[src/rtl/enemy_spawn_sched.sv]
// -----------------------------------------------------------------------------
// enemy_spawn_sched
//
// Purpose:
//   Produces the one-cycle `togenerate` request for the enemy slot manager.
//   After each spawn, a gap G = gap_eff + (lfsr[7:0] & GAP_RAND_MASK) is loaded
//   and counted down. When the count expires, a spawn is issued. If the slot
//   table is full, the spawn is held back until a slot frees up, so no request
//   is ever lost. Every LEVEL_STEP spawns the level rises, up to LEVEL_MAX.
//   Each level shortens the minimum gap by GAP_DEC, down to GAP_FLOOR.
//
// Optional feature (compile-time macro SPAWN_BURST_EN):
//   When defined, a LOAD at level >= 4 with lfsr[15] = 1 forces G = 6. This
//   produces a close pair of enemies. When undefined, that check is not built.
//
// Ports:
//   clk3        in   game tick clock
//   reset       in   asynchronous, active-low reset
//   pause       in   1 = freeze every register (togenerate drops to 0)
//   enable      in   1 = game running; 0 = idle and clear game counters
//   slot_full   in   1 = no free slot in the enemy table
//   togenerate  out  registered one-cycle spawn request
//   level       out  current difficulty level
//   spawn_count out  spawns since game start, saturating at 255
//   gap_eff     out  current effective minimum gap (combinational from level)
// -----------------------------------------------------------------------------
module enemy_spawn_sched #(
    parameter logic [15:0] SEED          = 16'h0001,
    parameter int          GAP_MIN       = 24,
    parameter logic [7:0]  GAP_RAND_MASK = 8'h1F,
    parameter int          GAP_DEC       = 2,
    parameter int          GAP_FLOOR     = 12,
    parameter int          LEVEL_STEP    = 8,
    parameter int          LEVEL_MAX     = 7
) (
    input  logic       clk3,
    input  logic       reset,
    input  logic       pause,
    input  logic       enable,
    input  logic       slot_full,
    output logic       togenerate,
    output logic [2:0] level,
    output logic [7:0] spawn_count,
    output logic [7:0] gap_eff
);

    localparam logic [15:0] LFSR_INIT = (SEED == 16'h0000) ? 16'hACE1 : SEED;
    localparam int          STEP_W    = (LEVEL_STEP > 1) ? $clog2(LEVEL_STEP) : 1;

    typedef enum logic [1:0] {S_IDLE, S_LOAD, S_COUNT, S_HOLD} state_t;

    state_t              state_q, state_d;
    logic [7:0]          counter_q, counter_d;
    logic [15:0]         lfsr_q, lfsr_d, lfsr_step;
    logic [2:0]          level_q, level_d;
    logic [STEP_W-1:0]   step_q, step_d;
    logic [7:0]          spawn_q, spawn_d;
    logic                tog_q, tog_d;
    logic [7:0]          load_g;
    logic                spawn_fire;
    int                  gap_int;

    // State register (the datapath registers share the same reset and enable)
    always_ff @(posedge clk3 or negedge reset) begin
        if (!reset) begin
            state_q   <= S_IDLE;
            counter_q <= 8'd0;
            lfsr_q    <= LFSR_INIT;
            level_q   <= 3'd0;
            step_q    <= '0;
            spawn_q   <= 8'd0;
            tog_q     <= 1'b0;
        end else begin
            state_q   <= state_d;
            counter_q <= counter_d;
            lfsr_q    <= lfsr_d;
            level_q   <= level_d;
            step_q    <= step_d;
            spawn_q   <= spawn_d;
            tog_q     <= tog_d;
        end
    end

    // The minimum gap shrinks with level. The subtraction is signed so that a
    // large level clamps at the floor instead of wrapping.
    always_comb begin
        gap_int = GAP_MIN - int'(level_q) * GAP_DEC;
        if (gap_int < GAP_FLOOR) begin
            gap_int = GAP_FLOOR;
        end
        gap_eff = gap_int[7:0];
    end

    always_comb begin
        load_g = gap_eff + (lfsr_q[7:0] & GAP_RAND_MASK);
`ifdef SPAWN_BURST_EN
        if (level_q >= 3'd4 && lfsr_q[15]) begin
            load_g = 8'd6;
        end
`endif
    end

    // An all-zero LFSR is unreachable from a non-zero seed with these taps.
    // The reload is kept as a guard anyway.
    assign lfsr_step = (lfsr_q == 16'h0000) ? 16'hACE1
                     : {lfsr_q[14:0], lfsr_q[15] ^ lfsr_q[13] ^ lfsr_q[12] ^ lfsr_q[10]};

    // A spawn fires when the count has expired (COUNT at 0) or a held spawn is
    // pending (HOLD), provided a slot is free. Pause and enable=0 both override it.
    assign spawn_fire = !pause && enable && !slot_full &&
                        ((state_q == S_COUNT && counter_q == 8'd0) || state_q == S_HOLD);

    // Next-state logic
    always_comb begin
        state_d = state_q;
        if (!pause) begin
            if (!enable) begin
                state_d = S_IDLE;
            end else begin
                case (state_q)
                    S_IDLE:  state_d = S_LOAD;
                    S_LOAD:  state_d = S_COUNT;
                    S_COUNT: if (counter_q == 8'd0) state_d = slot_full ? S_HOLD : S_LOAD;
                    S_HOLD:  if (!slot_full) state_d = S_LOAD;
                    default: state_d = S_IDLE;
                endcase
            end
        end
    end

    // Output and datapath logic
    always_comb begin
        counter_d = counter_q;
        lfsr_d    = lfsr_q;
        level_d   = level_q;
        step_d    = step_q;
        spawn_d   = spawn_q;
        tog_d     = 1'b0;
        if (!pause) begin
            lfsr_d = lfsr_step;
            if (!enable) begin
                counter_d = 8'd0;
                level_d   = 3'd0;
                step_d    = '0;
                spawn_d   = 8'd0;
            end else begin
                case (state_q)
                    S_IDLE:  counter_d = 8'd0;
                    S_LOAD:  counter_d = load_g;
                    S_COUNT: if (counter_q != 8'd0) counter_d = counter_q - 8'd1;
                    default: ;
                endcase
                if (spawn_fire) begin
                    tog_d = 1'b1;
                    if (spawn_q != 8'hFF) spawn_d = spawn_q + 8'd1;
                    if (step_q == STEP_W'(LEVEL_STEP - 1)) begin
                        step_d = '0;
                        if (level_q != 3'(LEVEL_MAX)) level_d = level_q + 3'd1;
                    end else begin
                        step_d = step_q + 1'b1;
                    end
                end
            end
        end
    end

    assign togenerate  = tog_q;
    assign level       = level_q;
    assign spawn_count = spawn_q;

endmodule
[config.mk]
export PLATFORM = sky130hd
export DESIGN_NAME = enemy_spawn_sched
export DESIGN_NICKNAME = d
export VERILOG_FILES = /design/src/rtl/enemy_spawn_sched.sv
export SDC_FILE = /design/constraint.sdc
export NUM_CORES = 1
export LEC_CHECK = 0
export BUFFER_PORTS_ARGS = -buffer_cell sky130_fd_sc_hd__buf_2
export CAP_MARGIN = 20
export CELL_PAD_IN_SITES_DETAIL_PLACEMENT = 0
export CELL_PAD_IN_SITES_GLOBAL_PLACEMENT = 1
export CORE_MARGIN = 3
export CORE_UTILIZATION = 48
export CTS_CLUSTER_DIAMETER = 50
export DETAILED_ROUTE_END_ITERATION = 8
export GPL_TIMING_DRIVEN = 0
export PLACE_DENSITY = 0.89
export SKIP_LAST_GASP = 1
export SYNTH_ARGS = -nofsm -noshare
export SYNTH_HDL_FRONTEND = slang
export SYNTH_SLANG_ARGS = --single-unit
export TNS_END_PERCENT = 20
[constraint.sdc]
create_clock -name clk3 -period 5 [get_ports clk3]
set_input_delay 0.5 -clock clk3 [delete_from_list [all_inputs] [get_ports clk3]]
set_output_delay 0.5 -clock clk3 [all_outputs]
set_load 0.1 [all_outputs]
==> impl_metrics.py, run 1 <==
metrics = {
    "synthesis": {
        "synth-warning-count": 0,
        "synth-edff-count": 0,
        "ys_seq_elements": 41,
        "ys_seq_area_share_pct": 42.0,
        "yosys.area.top_type_share_pct": 41.0,
        "synth_cells": 272,
        "synth.most_common_cell": "dfrtp_1",
        "synth-async-reset-ratio_pct": 100,
        "synthDistinctLibCells": 47,
        "synth-main-ff-cell": "dfrtp_1",
        "yosys.area.top_type": "dfrtp_1",
        "yosys-top-cells-count": "dfrtp_1 (40), nand2_1 (31), inv_1 (24)",
        "synth.area.top_cells": "dfrtp_1 (41%), ha_1 (7.7%), nand2_1 (4.8%)",
        "syn_area_per_cell_sq_um": 8.98,
        "synth_area_sq_mm": 0.00244,
    },
    "worst_setup_path": {
        "cp.depth": 5,
        "worst_path_dominant_cell_family": "buffers and inverters",
        "cp-start-kind": "flip-flop",
        "path_class": "reg2out",
        "reg2reg_from": "level[0]$_DFFE_PN0P_",
        "r2r_cells": 12,
        "cp_max_fo": 7,
        "r2r_slack_ps": 2520,
        "end_kind": "output port",
        "slowest_delay_ps": 480,
        "path_cells": "inv_1 -> ha_1 -> nand2b_1 -> a21oi_1 -> buf_2",
        "startpoint": "level[0]$_DFFE_PN0P_",
        "arrival_ps": 1980,
        "critPathSlowestCell": "buf_2",
        "r2r_end": "counter_q[5]$_DFFE_PN0P_",
        "path_buf_inv": 2,
        "cp.required_ps": 4500,
    },
    "die": {
        "die_w_microns": 77.4,
        "dieArea_sq_mm": 0.00598,
        "row_count": 25,
        "io_pins": 25,
        "die_h_microns": 77.4,
        "start_util_pct": 50.7,
        "core_sq_mm": 0.00482,
    },
    "timing": {
        "finalClockSkew_ps": 2.23,
        "worst_pin_slew_ps": 941,
        "timing.final.ws_setup_ps": 2520,
        "fmax_mhz": 404,
        "hold_slack_ps": 350,
        "setup_violations": 0,
        "min_period_ps": 2480,
        "slew-limit-headroom_pct": 37.3,
        "period_share_pct": 49.5,
        "tns_ps": 0,
        "slew_viol_final": 0,
        "rsz0062_at_grt": "false",
        "finalHoldViolations": 0,
    },
    "route": {
        "drt_iter0_drc": 153,
        "firstDrtPassIters": 4,
        "post_drt_via_cell_ratio": 5.49,
        "wire_per_inst_microns": 14.6,
        "vias": 2030,
        "drc": 0,
        "drtAntennaViolNets": 0,
        "wirelength_microns": 5400,
    },
    "final_layout": {
        "final-instance-count-excl-fill": 370,
        "multiInputGateArea_sq_mm": 0.00126,
        "stdcell_area_sq_mm": 0.00276,
        "n_antenna_cell": 0,
        "drive_gt1_share_pct": 13.5,
        "fillCellCount": 461,
        "regArea_sq_mm": 0.00103,
        "final_util_pct": 57.3,
        "areaGrowthSynthToFinish_pct": 12.9,
        "final_nets": 323,
    },
    "clock_tree": {
        "clock_latency_ps": 290,
        "clock_sinks": 41,
        "cts_resized": 0,
        "cts_buffer_depth": 2,
        "post-cts-setup-buffers": 0,
        "htree_levels": 2,
        "cts.clk_slew.worst_paths_ps": 80,
        "cts_buffers": 5,
        "cts-root-buf": "clkbuf_8",
        "cts_hold_buffers": 0,
        "cts_tree": "done",
    },
    "placement": {
        "pre_cts_ws_ps": 2550,
        "dp.cells": 362,
        "routabilityCongestion": 0.800,
        "place_hpwl_microns": 3850,
        "placed_area_sq_mm": 0.00264,
        "io_buffers": 20,
    },
    "power": {
        "power_density_mw_per_mm2": 401,
        "p_leak_nw": 1.31,
        "p_total_mw": 1.10,
        "ir_drop_v": 0.000198,
    },
    "status": {
        "status": "complete, no violations",
    },
    "grt": {
        "antenna_found_initial": 0,
        "grt_pass1_wl_microns": 9260,
        "grt_pass1_vias": 1958,
        "gr-total-overflow": 0,
        "grt_max_degree": 42,
        "grt_usage_pct": 19.0,
    },
    "min_path": {
        "hold_class": "in2async",
    },
    "job": {
        "max_cap_viol_count": 0,
    },
}
-- worst reg2reg max path: cells and delay by family, from the launching register on --
kind | cells | cell delay [ps]
adder cells (fa/ha/maj) | 3 | 940
flip-flops | 1 | 470
AO/OA/AOI/OAI | 4 | 540
AND/OR/NAND/NOR | 3 | 270
buffers and inverters | 2 | 150
-- layout make-up --
cell class	count	share of cell area (%)
inverter	24	3.27
timing repair buffer	20	3.63
sequential	41	37.2
clock buffer	6	2.99
clock inverter	2	1.36
multi-input combinational	195	45.6
buffer	15	2.86
tap	67	3.04
-- state kept, by name, indices dropped and copies added, names as in the netlist --
| name | count |
|---|---|
| spawn_count | 8 |
| level | 3 |
| togenerate | 1 |
| counter_q | 8 |
| state_q | 2 |
| step_q | 3 |
| lfsr_q | 16 |
-- cell families (layout without fill, tap and decap cells) --
group           Yosys count  after routing  synth area share (%)
simple gates             98             98                  21.2
compound gates           69             69                  18.0
flops                    41             41                  42.0
buf+inv                  39             67                  6.91
fa+ha+maj                16             16                  8.50
xor+xnor                  5              5                  1.79
mux                       3              3                  1.38
other cells               1              4                 0.153
-- power by group --
| part | internal [mW] | total (mW) | leakage, nW | switching [mW] |
|---|---|---|---|---|
| combinational | 0.124 | 0.383 | 0.725 | 0.259 |
| clock | 0.162 | 0.281 | 0.0574 | 0.119 |
| sequential | 0.384 | 0.441 | 0.523 | 0.0569 |
-- placed cells by master, fill, tap and decap left out, drive strengths merged, types with 2 or more instances in the layout --
master  instances
a211o           2
nor2           17
or4             2
nand3          11
a22oi           4
a221o           3
inv            24
nand4           3
buf            28
nand2          31
a41o            2
a21o            2
mux2            3
a31oi           2
a32oi           2
nand2b          5
nor4b           2
o31ai           2
a21oi          19
xnor2           4
o21ai          21
nor2b           2
conb            4
nor3b           6
dfrtp          40
nor4            6
o211ai          7
nor3            4
clkbuf         13
ha             15
and3            5
-- metal layers --
metal  up-vias  global-route usage (%)  part of all wire [%]
met1       979                    26.0                    48
met3         4                    4.64                   4.0
met4         0                    5.69                  0.72
met5         -                       0                     0
met2        35                    30.0                    48
li1       1012                       -                     -
-- how the worst max path moves through the flow --
stage / end / slack (ps)
6_report: gap_eff[1] / 2520
5_1_grt: counter_q[5]$_DFFE_PN0P_ / 2310
4_1_cts: gap_eff[1] / 2530
3_5_place_dp: counter_q[5]$_DFFE_PN0P_ / 2550
3_3_place_gp: counter_q[5]$_DFFE_PN0P_ / 2640
2_1_floorplan: counter_q[4]$_DFFE_PN0P_ / 180
Power figures use the tool's default switching activity.
==> run 2, diff against run 1 <==
--- a/config.mk
+++ b/config.mk
@@ -10,11 +10,11 @@
 export CELL_PAD_IN_SITES_DETAIL_PLACEMENT = 0
 export CELL_PAD_IN_SITES_GLOBAL_PLACEMENT = 1
 export CORE_MARGIN = 3
-export CORE_UTILIZATION = 48
+export CORE_UTILIZATION = 40
 export CTS_CLUSTER_DIAMETER = 50
 export DETAILED_ROUTE_END_ITERATION = 8
 export GPL_TIMING_DRIVEN = 0
-export PLACE_DENSITY = 0.89
+export PLACE_DENSITY = 0.8
 export SKIP_LAST_GASP = 1
 export SYNTH_ARGS = -nofsm -noshare
 export SYNTH_HDL_FRONTEND = slang
==> constraint.sdc (replaced) <==
create_clock -name clk3 -period 2.2 [get_ports clk3]
set_input_delay 0.22 -clock clk3 [delete_from_list [all_inputs] [get_ports clk3]]
set_output_delay 0.22 -clock clk3 [all_outputs]
set_load 0.1 [all_outputs]
==> run 2 against run 1 <==
Compared with the run above: sequential share of layout area decreased by 1.8 points; combinational power grew to 2.6 times the previous value; count of clock-buffer cells in the layout stayed put; final cell count up 2.7%; wire length rose by 5.1%; register-to-register slack lost 2500 ps; non-clock buffer count grew 5; largest cell class unchanged; largest power group unchanged.
==> impl_metrics.py, run 2 (synthesized netlist as in run 1, its figures left out) <==
metrics = {
    "status": {
        "status": "complete, no violations",
    },
    "clock_tree": {
        "htree_levels": 2,
        "cts.clk_slew.worst_paths_ps": 90,
        "cts_hold_buffers": 0,
        "clock_latency_ps": 300,
        "cts_buffers": 5,
        "clock_sinks": 41,
        "cts-root-buf": "clkbuf_8",
        "cts_buffer_depth": 2,
        "cts_tree": "done",
    },
    "placement": {
        "routabilityCongestion": 0.791,
        "io_buffers": 20,
        "place_hpwl_microns": 3980,
        "dp.cells": 367,
    },
    "job": {
        "max_cap_viol_count": 0,
    },
    "final_layout": {
        "final_common_cell": "dfrtp_1",
        "final-instance-count-excl-fill": 380,
        "final_cell_mix": "dfrtp_1 (37), nand2_1 (31), buf_2 (20)",
        "areaGrowthSynthToFinish_pct": 19.5,
        "n_antenna_cell": 0,
        "drive_gt1_share_pct": 21.8,
        "regMostFlops": "lfsr_q",
        "final_util_pct": 51.2,
        "final_nets": 328,
        "largest_register_ffs": 16,
    },
    "worst_setup_path": {
        "arrival_ps": 2320,
        "path_cells": "inv_4 -> ha_4 -> nand2b_4 -> a21oi_4 -> ha_2 -> inv_2 -> fa_2 -> inv_1 -> a32oi_1 -> o21ai_1",
        "critPathSlowestCell": "fa_2",
        "r2r_slack_ps": 70,
        "path_class": "reg2reg",
        "slowest_delay_ps": 500,
        "cp-start-kind": "flip-flop",
        "end_kind": "flip-flop",
        "path_buf_inv": 3,
        "worst_path_dominant_cell_family": "adder cells",
        "cp.required_ps": 2390,
        "cp_max_fo": 4,
    },
    "grt": {
        "gr-total-overflow": 0,
        "grt_usage_pct": 17.1,
        "grt_pass1_vias": 2025,
        "grt_pass1_wl_microns": 9900,
        "grt_max_degree": 42,
        "antenna_found_initial": 0,
    },
    "timing": {
        "rsz0062_at_grt": "true",
        "worst_pin_slew_ps": 937,
        "period_share_pct": 96.8,
        "setup_violations": 0,
        "slew_viol_final": 0,
        "finalHoldViolations": 0,
        "slew-limit-headroom_pct": 37.6,
        "fmax_mhz": 470,
        "min_period_ps": 2130,
        "finalClockSkew_ps": 7.42,
    },
    "die": {
        "dieArea_sq_mm": 0.00708,
        "io_pins": 25,
        "row_count": 27,
        "core_sq_mm": 0.00571,
        "start_util_pct": 42.8,
        "die_w_microns": 84.2,
        "die_h_microns": 84.2,
    },
    "route": {
        "drt_iter0_drc": 75,
        "post_drt_via_cell_ratio": 5.44,
        "wirelength_microns": 5670,
        "vias": 2068,
        "drc": 0,
        "firstDrtPassIters": 4,
        "drtAntennaViolNets": 0,
        "wire_per_inst_microns": 14.9,
    },
    "min_path": {
        "hold_class": "in2async",
    },
    "power": {
        "p_leak_nw": 1.34,
        "ir_drop_v": 0.000514,
        "power_density_mw_per_mm2": 911,
    },
}
==> run 2: layout make-up <==
class	instances	area, sq um
fillers	544	2790
clock inverters	2	37.5
inverters	24	92.6
repair buffers	26	145
flip-flops and latches	41	1040
multi-input cells	195	1360
well taps	72	90.1
clock buffers	6	82.6
plain buffers	14	76.3
==> run 2: worst paths after layout <==
check | startpoint | to | cells past startpoint
worst max-delay path | level[0]$_DFFE_PN0P_ | counter_q[2]$_DFFE_PN0P_ | 10
min in group clk3 | slot_full | state_q[1]$_DFFE_PN0P_ | 4
max in group asynchronous | reset | level[0]$_DFFE_PN0P_ | 1
worst min register to register | lfsr_q[0]$_DFFE_PN1N_ | lfsr_q[0]$_DFFE_PN1N_ | 2
worst max register to register | level[0]$_DFFE_PN0P_ | counter_q[2]$_DFFE_PN0P_ | 10
worst min-delay path | reset | counter_q[6]$_DFFE_PN0P_ | 1
==> run 2: what timing repair did <==
action	4_1_cts	5_1_grt
pin swaps	0	1
buffers inserted	0	6
hold endpoints to repair	0	0
resized for setup	1	9
setup endpoints to repair	8	17
gates cloned	0	0
==> run 2: power breakdown <==
part | leakage [nW] | switching (mW) | total, mW | internal (mW)
registers | 0.520 | 0.126 | 1.00 | 0.878
clock network | 0.0574 | 0.283 | 0.652 | 0.369
logic | 0.765 | 0.647 | 1.00 | 0.358
==> run 2: per-stage QoR <==
| stage | setup slack, ps | power, mW | area, sq um | hold slack, ps | TNS, ps |
|---|---|---|---|---|---|
| floorplan | -661 | 1.75 | 2530 | -75.6 | -3040 |
| global placement | -67.6 | 1.94 | 2720 | 430 | -358 |
| detailed placement | -115 | 1.96 | 2720 | 423 | -485 |
| CTS | -73.6 | 2.62 | 2850 | 95.5 | -110 |
| global route | -57.3 | 2.83 | 2920 | 125 | -207 |
| finish | 71.2 | 2.66 | 2920 | 52.5 | 0 |
==> run 2: worst reg2reg max path: cells and delay by family, from the launching register on <==
family                     cells  cell delay, ps
AOI/OAI and AO/OA              3             370
and+or+nand+nor                1              60
DFF                            1             450
buffers and inverters          3             150
adders and majority gates      3             990
==> run 2: routing by layer <==
metal	wire length, microns	vias up	GRT usage [%]
met5	0	-	0
met4	60	0	4.53
met3	211	5	4.61
met2	2720	31	27.3
met1	2680	1005	22.9
li1	-	1027	-
